## config.mk

```make
export PLATFORM = sky130hd
export DESIGN_NAME = event_monitor
export DESIGN_NICKNAME = d
export VERILOG_FILES = /design/src/rtl/event_monitor.sv
export SDC_FILE = /design/constraint.sdc
export NUM_CORES = 1
export LEC_CHECK = 0
export ABC_CLOCK_PERIOD_IN_PS = 2600
export CAP_MARGIN = 20
export CORE_MARGIN = 1.5
export CORE_UTILIZATION = 57
export DETAILED_ROUTE_END_ITERATION = 10
export PLACE_DENSITY = 0.86
export RECOVER_POWER = 25
export SETUP_SLACK_MARGIN = 0.5
export SLEW_MARGIN = 20
export SYNTH_ARGS = -nofsm -noshare
export SYNTH_HDL_FRONTEND = slang
export SYNTH_SLANG_ARGS = --single-unit
```

## constraint.sdc

```tcl
create_clock -name Clk -period 2.6 [get_ports Clk]
set_input_delay 0.26 -clock Clk [delete_from_list [all_inputs] [get_ports Clk]]
set_output_delay 0.26 -clock Clk [all_outputs]
set_load 0.005 [all_outputs]
```

## src/rtl/event_monitor.sv

```systemverilog
// Edge monitor: synchronizes Sig, timestamps rise/fall events and
// queues them in a small FIFO with saturating counters and overflow flag.
module event_monitor #(
    parameter int TS_W  = 16,
    parameter int CNT_W = 8,
    parameter int DEPTH = 4
) (
    input  logic             Clk,
    input  logic             Reset,
    input  logic             Sig,
    input  logic             Enable,
    output logic             EvValid,
    input  logic             EvReady,
    output logic [1:0]       EvKind,
    output logic [TS_W-1:0]  EvTime,
    output logic [CNT_W-1:0] RiseCount,
    output logic [CNT_W-1:0] FallCount,
    output logic             Overflow,
    input  logic             ClearOvf
);

    localparam int AW = $clog2(DEPTH);

    localparam logic [TS_W-1:0]  TS_ONE  = {{(TS_W-1){1'b0}}, 1'b1};
    localparam logic [CNT_W-1:0] CNT_ONE = {{(CNT_W-1){1'b0}}, 1'b1};
    localparam logic [AW:0]      PTR_ONE = {{AW{1'b0}}, 1'b1};

    localparam logic [1:0] KIND_RISE = 2'b01;
    localparam logic [1:0] KIND_FALL = 2'b10;

    // Synchronizer, edge history and warm-up state
    logic             r_s1;
    logic             r_s2;
    logic             r_prev;
    logic [1:0]       r_warm;
    logic             r_primed;

    // Timestamp, counters, sticky overflow
    logic [TS_W-1:0]  r_time;
    logic [CNT_W-1:0] r_rise;
    logic [CNT_W-1:0] r_fall;
    logic             r_ovf;

    // Event FIFO storage and pointers (extra MSB tells full from empty)
    logic [1:0]       r_mem_kind [DEPTH];
    logic [TS_W-1:0]  r_mem_time [DEPTH];
    logic [AW:0]      r_wptr;
    logic [AW:0]      r_rptr;

    // Combinational control
    logic             w_rise;
    logic             w_fall;
    logic             w_push;
    logic             w_pop;
    logic             w_empty;
    logic             w_full;
    logic             w_accept;
    logic             w_drop;
    logic [1:0]       w_kind;
    logic [AW-1:0]    w_widx;
    logic [AW-1:0]    w_ridx;

    assign w_widx  = r_wptr[AW-1:0];
    assign w_ridx  = r_rptr[AW-1:0];
    assign w_empty = (r_wptr == r_rptr);
    assign w_full  = (r_wptr[AW] != r_rptr[AW]) && (w_widx == w_ridx);

    // Edge detection, push/pop and drop decisions
    always_comb begin
        w_rise   = 1'b0;
        w_fall   = 1'b0;
        w_kind   = KIND_RISE;
        w_rise   = r_primed & Enable & r_s2 & ~r_prev;
        w_fall   = r_primed & Enable & ~r_s2 & r_prev;
        w_push   = w_rise | w_fall;
        w_kind   = w_rise ? KIND_RISE : KIND_FALL;
        w_pop    = ~w_empty & EvReady;
        w_accept = w_push & (~w_full | w_pop);
        w_drop   = w_push & w_full & ~w_pop;
    end

    // Two-flop synchronizer plus previous-sample register.
    // Primed only rises once Prev holds a genuinely synchronized sample,
    // so a level held high through reset never looks like an edge.
    always_ff @(posedge Clk or posedge Reset) begin
        if (Reset) begin
            r_s1     <= 1'b0;
            r_s2     <= 1'b0;
            r_prev   <= 1'b0;
            r_warm   <= 2'b00;
            r_primed <= 1'b0;
        end else begin
            r_s1     <= Sig;
            r_s2     <= r_s1;
            r_prev   <= r_s2;
            r_warm   <= {r_warm[0], 1'b1};
            r_primed <= r_warm[1];
        end
    end

    // Free-running timestamp, wraps naturally
    always_ff @(posedge Clk or posedge Reset) begin
        if (Reset) begin
            r_time <= '0;
        end else begin
            r_time <= r_time + TS_ONE;
        end
    end

    // Saturating rise/fall counters, updated even when the record is dropped
    always_ff @(posedge Clk or posedge Reset) begin
        if (Reset) begin
            r_rise <= '0;
            r_fall <= '0;
        end else begin
            if (w_rise && (r_rise != {CNT_W{1'b1}})) begin
                r_rise <= r_rise + CNT_ONE;
            end
            if (w_fall && (r_fall != {CNT_W{1'b1}})) begin
                r_fall <= r_fall + CNT_ONE;
            end
        end
    end

    // Sticky overflow; a drop in the same cycle beats the clear
    always_ff @(posedge Clk or posedge Reset) begin
        if (Reset) begin
            r_ovf <= 1'b0;
        end else if (w_drop) begin
            r_ovf <= 1'b1;
        end else if (ClearOvf) begin
            r_ovf <= 1'b0;
        end
    end

    // FIFO pointers; reset empties the queue
    always_ff @(posedge Clk or posedge Reset) begin
        if (Reset) begin
            r_wptr <= '0;
            r_rptr <= '0;
        end else begin
            if (w_accept) begin
                r_wptr <= r_wptr + PTR_ONE;
            end
            if (w_pop) begin
                r_rptr <= r_rptr + PTR_ONE;
            end
        end
    end

    // FIFO storage; contents are don't-care while the slot is empty
    always_ff @(posedge Clk) begin
        if (w_accept) begin
            r_mem_kind[w_widx] <= w_kind;
            r_mem_time[w_widx] <= r_time;
        end
    end

    assign EvValid   = ~w_empty;
    assign EvKind    = w_empty ? 2'b00 : r_mem_kind[w_ridx];
    assign EvTime    = w_empty ? '0 : r_mem_time[w_ridx];
    assign RiseCount = r_rise;
    assign FallCount = r_fall;
    assign Overflow  = r_ovf;

endmodule

```

==> impl_results.md, run 1 <==
- Vias in the first global route: 2948
- Status: complete, no violations
- Arrival time worst endpoint: around 2.0 ns
- Mean Syn Cell Area: 16.8 um2
- Sequential share of power: 0.333
- Layout Cells excl Fill: between 400 and 500
- CTS H-tree depth: 4
- # clock sinks: roughly 120
- Switching fraction of total power: 0.284
- Ant. Diodes: 0
- Synthesized cell area: a little under 5000 um2
- Clock slew at reported path FFs: ~0.050 ns
- Net Sw Power: ~0.002 W
- EDFF count, synth: between 70 and 80
- Post-synth top cells: 72 x edfxtp_1, 45 x dfrtp_1, 18 x nor2b_1, 18 x xnor2_1, 15 x nand3_1
- CTS Buf Count: 17
- Nets: roughly 390
- Power share of the combinational group: 0.375
- Share of the synthesized area in the top cell type: 0.449
- Placed Cells: ~440
- CTS tree: yes
- DRT Pass-1 Iters: 4
- Yosys reg bits: ~120
- Fillers: around 430
- Share of layout cells above drive strength 1: 0.338
- Sum Neg Setup Slack: 0 ns
- Fmax: 0.438 GHz
- Die Y: 94.9 um
- Final Hold Viols: 0
- Routed WL: roughly 11 mm
- Slew @ Worst Pin: 1.29 ns
- DRC Markers: 0
- Starting density of the core: 0.586
- Num rows: 33
- Vias: between 2000 and 3000
- Distinct cell type count after synthesis: 40
- Dominant synthesized flop cell: edfxtp_1
- DRT iter0 DRCs: 164
- Max clock buf depth: 2
- Count leader, synth: edfxtp_1
- Yosys warnings: 0
- Sequential area share after synthesis: 0.683
- Total congestion overflow: 0
- RD Place Congestion: just under 0.8
- Crit path launch type: flip-flop
- Hold Buf Count CTS: 0
- Die width: 94.9 um
- Max Slew Vio Count: 0
- GRT Total Usage: 0.264
- Via-to-Cell Ratio: between 5 and 6
- Int Power: slightly above 0.005 W
- Max cap viols: 0
- Input/output buffers: 41
- DP HPWL: about 5.4 mm
- Max transition margin: 0.142
- Setup CP Type: flip-flop to primary output
- Synth async-reset ratio: 0.385
- Die ar.: 9010 um2
- Critical Path Fanout Max: 7
- WL/cell: around 21 um
- Clock Skews: 0.00826 ns
- CP endpoint kind: primary output
- Class of the worst hold path: input pin to flip-flop
- Post-Syn Nets: ~300
- IO Count: 42
- Initial antenna violation count: 0
- Top post-synthesis cells by area: edfxtp_1 45%, dfrtp_1 23%, mux4_2 6.1%, xnor2_1 3.3%, mux4_1 2.7%
- Clock Latency Late Sink: between 0.5 and 0.6 ns
- Lkg Pwr: 2.57 nW
- Endpoints failing setup: 0
- Final min period: about 2.3 ns
- Largest net degree at the start of global routing: 32
- Peak supply drop: around 0.0008 V
- RSZ-0062 raised after global routing: yes
- Worst Path Required: approximately 2.3 ns
- Tcrit/Tclk final: 0.878
- Clk pwr share: 0.293
- Root Buffer: clkbuf_8
- Area grow syn2layout: 29.4%
- Synthesized instance count: between 200 and 300
- Area leader, netlist: edfxtp_1
- Core area: 8220 um2
- Pwr per Cell Area: approximately 1100 nW/um2
- DRT antenna net count: 0
- First-pass GRT wire length: between 15 and 20 mm
-- layout make-up --
cell class                 instances  area [um2]  share of cell area
sequential                       117        3290               0.528
timing repair buffer              80         724               0.116
multi-input combinational        154        1530               0.246
clock inverter                     7        57.6             0.00924
clock buffer                      24         460              0.0739
tap                              105         131              0.0211
inverter                           9        33.8             0.00542
-- path summary, 6_finish.rpt --
kind | end | cells after the start | slack, ns | from
worst max-delay path | EvTime[5] | 5 | 0.32 | r_rptr[0]
worst min-delay path | r_s1 | 1 | 0.32 | Sig
worst max register to register | r_mem_time[0][1] | 5 | 0.70 | r_rptr[0]
worst min register to register | r_warm[1] | 0 | 0.35 | r_warm[0]
max in group asynchronous | r_wptr[0] | 2 | 1.19 | Reset
min in group asynchronous | r_rptr[1] | 2 | 0.56 | Reset
-- cell usage in the layout (no fill, tap or decap), types with 6 or more instances in the layout --
master | Yosys | layout
dfrtp_1 | 45 | 42
clkbuf_16 | 0 | 18
and3_1 | 6 | 6
edfxtp_1 | 72 | 72
buf_4 | 1 | 20
nor2_1 | 7 | 7
ha_1 | 8 | 8
inv_1 | 9 | 9
nand3_1 | 15 | 15
nor2b_4 | 0 | 13
nand2_1 | 10 | 10
buf_6 | 1 | 15
xnor2_1 | 18 | 16
mux4_2 | 13 | 18
clkdlybuf4s50_1 | 0 | 20
buf_2 | 3 | 18
xor2_1 | 11 | 11
-- cells by family after synthesis --
kind of cell | count (synthesis) | synth area share
flops | 117 | 0.683
simple gates | 81 | 0.106
xor+xnor | 29 | 0.0527
mux | 26 | 0.108
buf+inv | 16 | 0.0190
compound gates | 9 | 0.00961
fa+ha+maj | 8 | 0.0208
other cells | 1 | 0.000778
-- sequential cells by signal (all words and copies together), names as in the netlist --
name and flops:
FallCount 8, r_s2 1, r_wptr 3, r_warm 2
r_mem_time 64, r_prev 1, r_primed 1, r_rptr 3
RiseCount 8, r_s1 1, r_time 16, Overflow 1
r_mem_kind 8
-- worst max-delay path, cell delays in order, from the launching register on --
cell and delay (ns):
dfrtp_2 0.47, buf_12 0.16, buf_6 0.10, mux4_2 0.53, nor2b_4 0.14, buf_2 0.11
-- power groups by stage --
stage          registers [W]  clock network (W)  logic [W]
6_report             0.00234            0.00206    0.00264
5_1_grt              0.00236            0.00216    0.00280
4_1_cts              0.00233            0.00205    0.00233
3_5_place_dp         0.00233                  0    0.00193
3_3_place_gp         0.00231                  0    0.00187
2_1_floorplan        0.00230                  0    0.00103
-- metal layers --
layer | part of all wire | track usage | vias up
li1 | - | - | 1245
met1 | 0.40 | 0.339 | 1462
met2 | 0.52 | 0.414 | 118
met3 | 0.064 | 0.0894 | 22
met4 | 0.022 | 0.108 | 0
met5 | 0 | 0 | -
-- what timing repair did --
| item | 4_1_cts | 5_1_grt |
|---|---|---|
| cloned | 1 | 1 |
| setup endpoints to repair | 19 | 19 |
| setup buffers | 21 | 4 |
| pin swaps | 2 | 1 |
| gates resized for setup | 107 | 19 |
-- stage by stage --
stage               hold WS (ns)  utilization  cell area (um2)  total power (W)  setup slack (ns)
floorplan                  0.291            -             4820          0.00334             0.570
global placement           0.336        0.656             5390          0.00419             0.471
detailed placement         0.335        0.656             5390          0.00426             0.451
CTS                        0.199        0.744             6120          0.00671             0.295
global route               0.316        0.758             6230          0.00732             0.252
finish                     0.315        0.758             6230          0.00703             0.316
Note: power is estimated with default switching activity, not from simulation.
==> inputs of run 2 (changes only) <==
RECOVER_POWER = 50   (was 25)
SKIP_LAST_GASP = 1   (was not set)
==> impl_results.md, run 2 (same netlist as run 1, synthesis figures left out) <==
- Reg2reg path depth: 5
- Worst hold stages: 1
- Clk pwr share: 0.293
- Commonest non-fill, non-tap cell in the layout: edfxtp_1
- Max Slew Vio Count: 0
- CP endpoint kind: primary output
- Total congestion overflow: 0
- CTS H-tree depth: 4
- Routed WL: 10.6 mm
- GRT Total Usage: 0.264
- Lkg Pwr: about 2.6 nW
- Via-to-Cell Ratio: between 5 and 6
- Sequential share of power: 0.333
- Pwr per Cell Area: approximately 1100 nW/um2
- Hold Slack: 0.317 ns
- Cell area after layout: 6220 um2
- IO Count: 42
- Ant. Diodes: 0
- Post-Place Worst Slack: approximately 0.45 ns
- Root Buffer: clkbuf_8
- Class of the worst hold path: input pin to flip-flop
- Setup CP Type: flip-flop to primary output
- Hold Path Origin: Sig
- Input/output buffers: 41
- Peak supply drop: 0.000802 V
- Core area: 8220 um2
- Setup WS post-layout: between 0.2 and 0.25 ns
- Area grow syn2layout: 29.0%
- Area after DPL: ~5400 um2
- # clock sinks: around 120
- Reg-to-reg setup timing slack: 0.53 ns
- Max clock buf depth: 2
- Net Sw Power: 0.00199 W
- Tcrit/Tclk final: 0.918
- Die Y: 94.9 um
- Max cap viols: 0
- Starting density of the core: 0.586
- WL/cell: approximately 21 um
- Final Hold Viols: 0
- Clock Skews: 0.00744 ns
- Fmax: about 0.42 GHz
- Vias: ~2800
- Slew @ Worst Pin: roughly 1.2 ns
- Max reg flops: 64
- Most frequent cells in the layout: 72 x edfxtp_1, 43 x dfrtp_1, 20 x clkdlybuf4s50_1
- Num rows: 33
- FF-to-FF End: r_mem_time[0][6]
- Top flop regs: r_mem_time: 64 flops, r_time: 16 flops
- Initial antenna violation count: 0
- RSZ-0062 raised after global routing: yes
- Sum Neg Setup Slack: 0 ns
- RD Place Congestion: roughly 0.79
- CTS tree: yes
- DRT iter0 DRCs: 190
- Worst R2R Start: r_rptr[0]
- Arrival time worst endpoint: about 2.1 ns
- DRT antenna net count: 0
- Share of layout cells above drive strength 1: 0.325
- Worst Path Required: 2.34 ns
- Endpoints failing setup: 0
- Largest net degree at the start of global routing: 32
- Clock slew at reported path FFs: 0.05 ns
- Die ar.: between 9000 and 10000 um2
- Int Power: 0.00503 W
- DRT Pass-1 Iters: 4
- Biggest register: r_mem_time
- Critical Path Fanout Max: 6
- Vias in the first global route: a little under 3000
- Final min period: roughly 2.4 ns
- Nets: around 390
- CTS Buf Count: 17
- DP HPWL: about 5.4 mm
- First-pass GRT wire length: 16.4 mm
- Layout Cells excl Fill: approximately 500
- Status: complete, no violations
- Die width: approximately 95 um
- Max transition margin: 0.189
- Crit path launch type: flip-flop
- Placed Cells: approximately 440
- Clock Latency Late Sink: ~0.52 ns
- DRC Markers: 0
- Power share of the combinational group: 0.375
- Hold Path Sink: r_s1
- Hold Buf Count CTS: 0
- Switching fraction of total power: 0.283
==> run 2: cell count changes in the layout (fill, tap and decap cells not counted) <==
cell and change:
clkbuf_1 +2, and3_4 -1, and3_1 +1, nor2_2 -1
dfrtp_1 +1, buf_4 -2, dfrtp_2 -1, nor2_1 +1
==> run 2: worst max-delay path by stage <==
stage / from / to / cells after the start
after floorplan: r_rptr[2] / r_mem_kind[3][0] / 3
after global placement: r_rptr[0] / EvTime[0] / 4
after detailed placement: r_rptr[0] / EvTime[2] / 4
after CTS: r_rptr[0] / EvTime[2] / 5
after global routing: r_rptr[0] / EvTime[7] / 5
final: r_rptr[0] / EvTime[6] / 5
==> run 2: critical path, cell delays in order, from the launching register on <==
cell,delay [ns]
dfrtp_1,0.53
clkbuf_16,0.23
buf_6,0.10
mux4_2,0.49
nor2b_4,0.14
buf_2,0.12
==> run 2: repair_timing <==
action,in CTS,in global routing
endpoints found under the setup margin,19,19
gates cloned,1,1
setup buffers,21,4
gates resized for setup,107,19
pin swaps,2,1
==> run 2: layout make-up <==
type	count	area [um2]
flip-flops and latches	117	3290
fillers	432	2000
multi-input cells	154	1530
repair buffers	80	717
clock buffers	24	460
well taps	105	131
clock inverters	7	57.6
inverters	9	33.8
==> run 2: power groups by stage <==
stage          combinational (W)  sequential, W  clock (W)
2_1_floorplan            0.00103        0.00230          0
3_5_place_dp             0.00193        0.00233          0
4_1_cts                  0.00233        0.00233    0.00205
6_report                 0.00263        0.00234    0.00206
5_1_grt                  0.00280        0.00235    0.00216
3_3_place_gp             0.00187        0.00231          0
==> run 2: metal layers <==
layer / GRT usage / part of all wire / vias up
li1: - / - / 1244
met1: 0.339 / 0.39 / 1463
met2: 0.414 / 0.52 / 111
met3: 0.0894 / 0.068 / 24
met4: 0.108 / 0.024 / 0
met5: 0 / 0 / -
==> run 2: through the flow <==
| stage | util | power, W |
|---|---|---|
| 6_report | 0.757 | 0.00702 |
| 5_1_grt | 0.757 | 0.00731 |
| 4_1_cts | 0.744 | 0.00671 |
| 3_5_place_dp | 0.656 | 0.00426 |
| 3_3_place_gp | 0.656 | 0.00419 |
| 2_1_floorplan | - | 0.00334 |
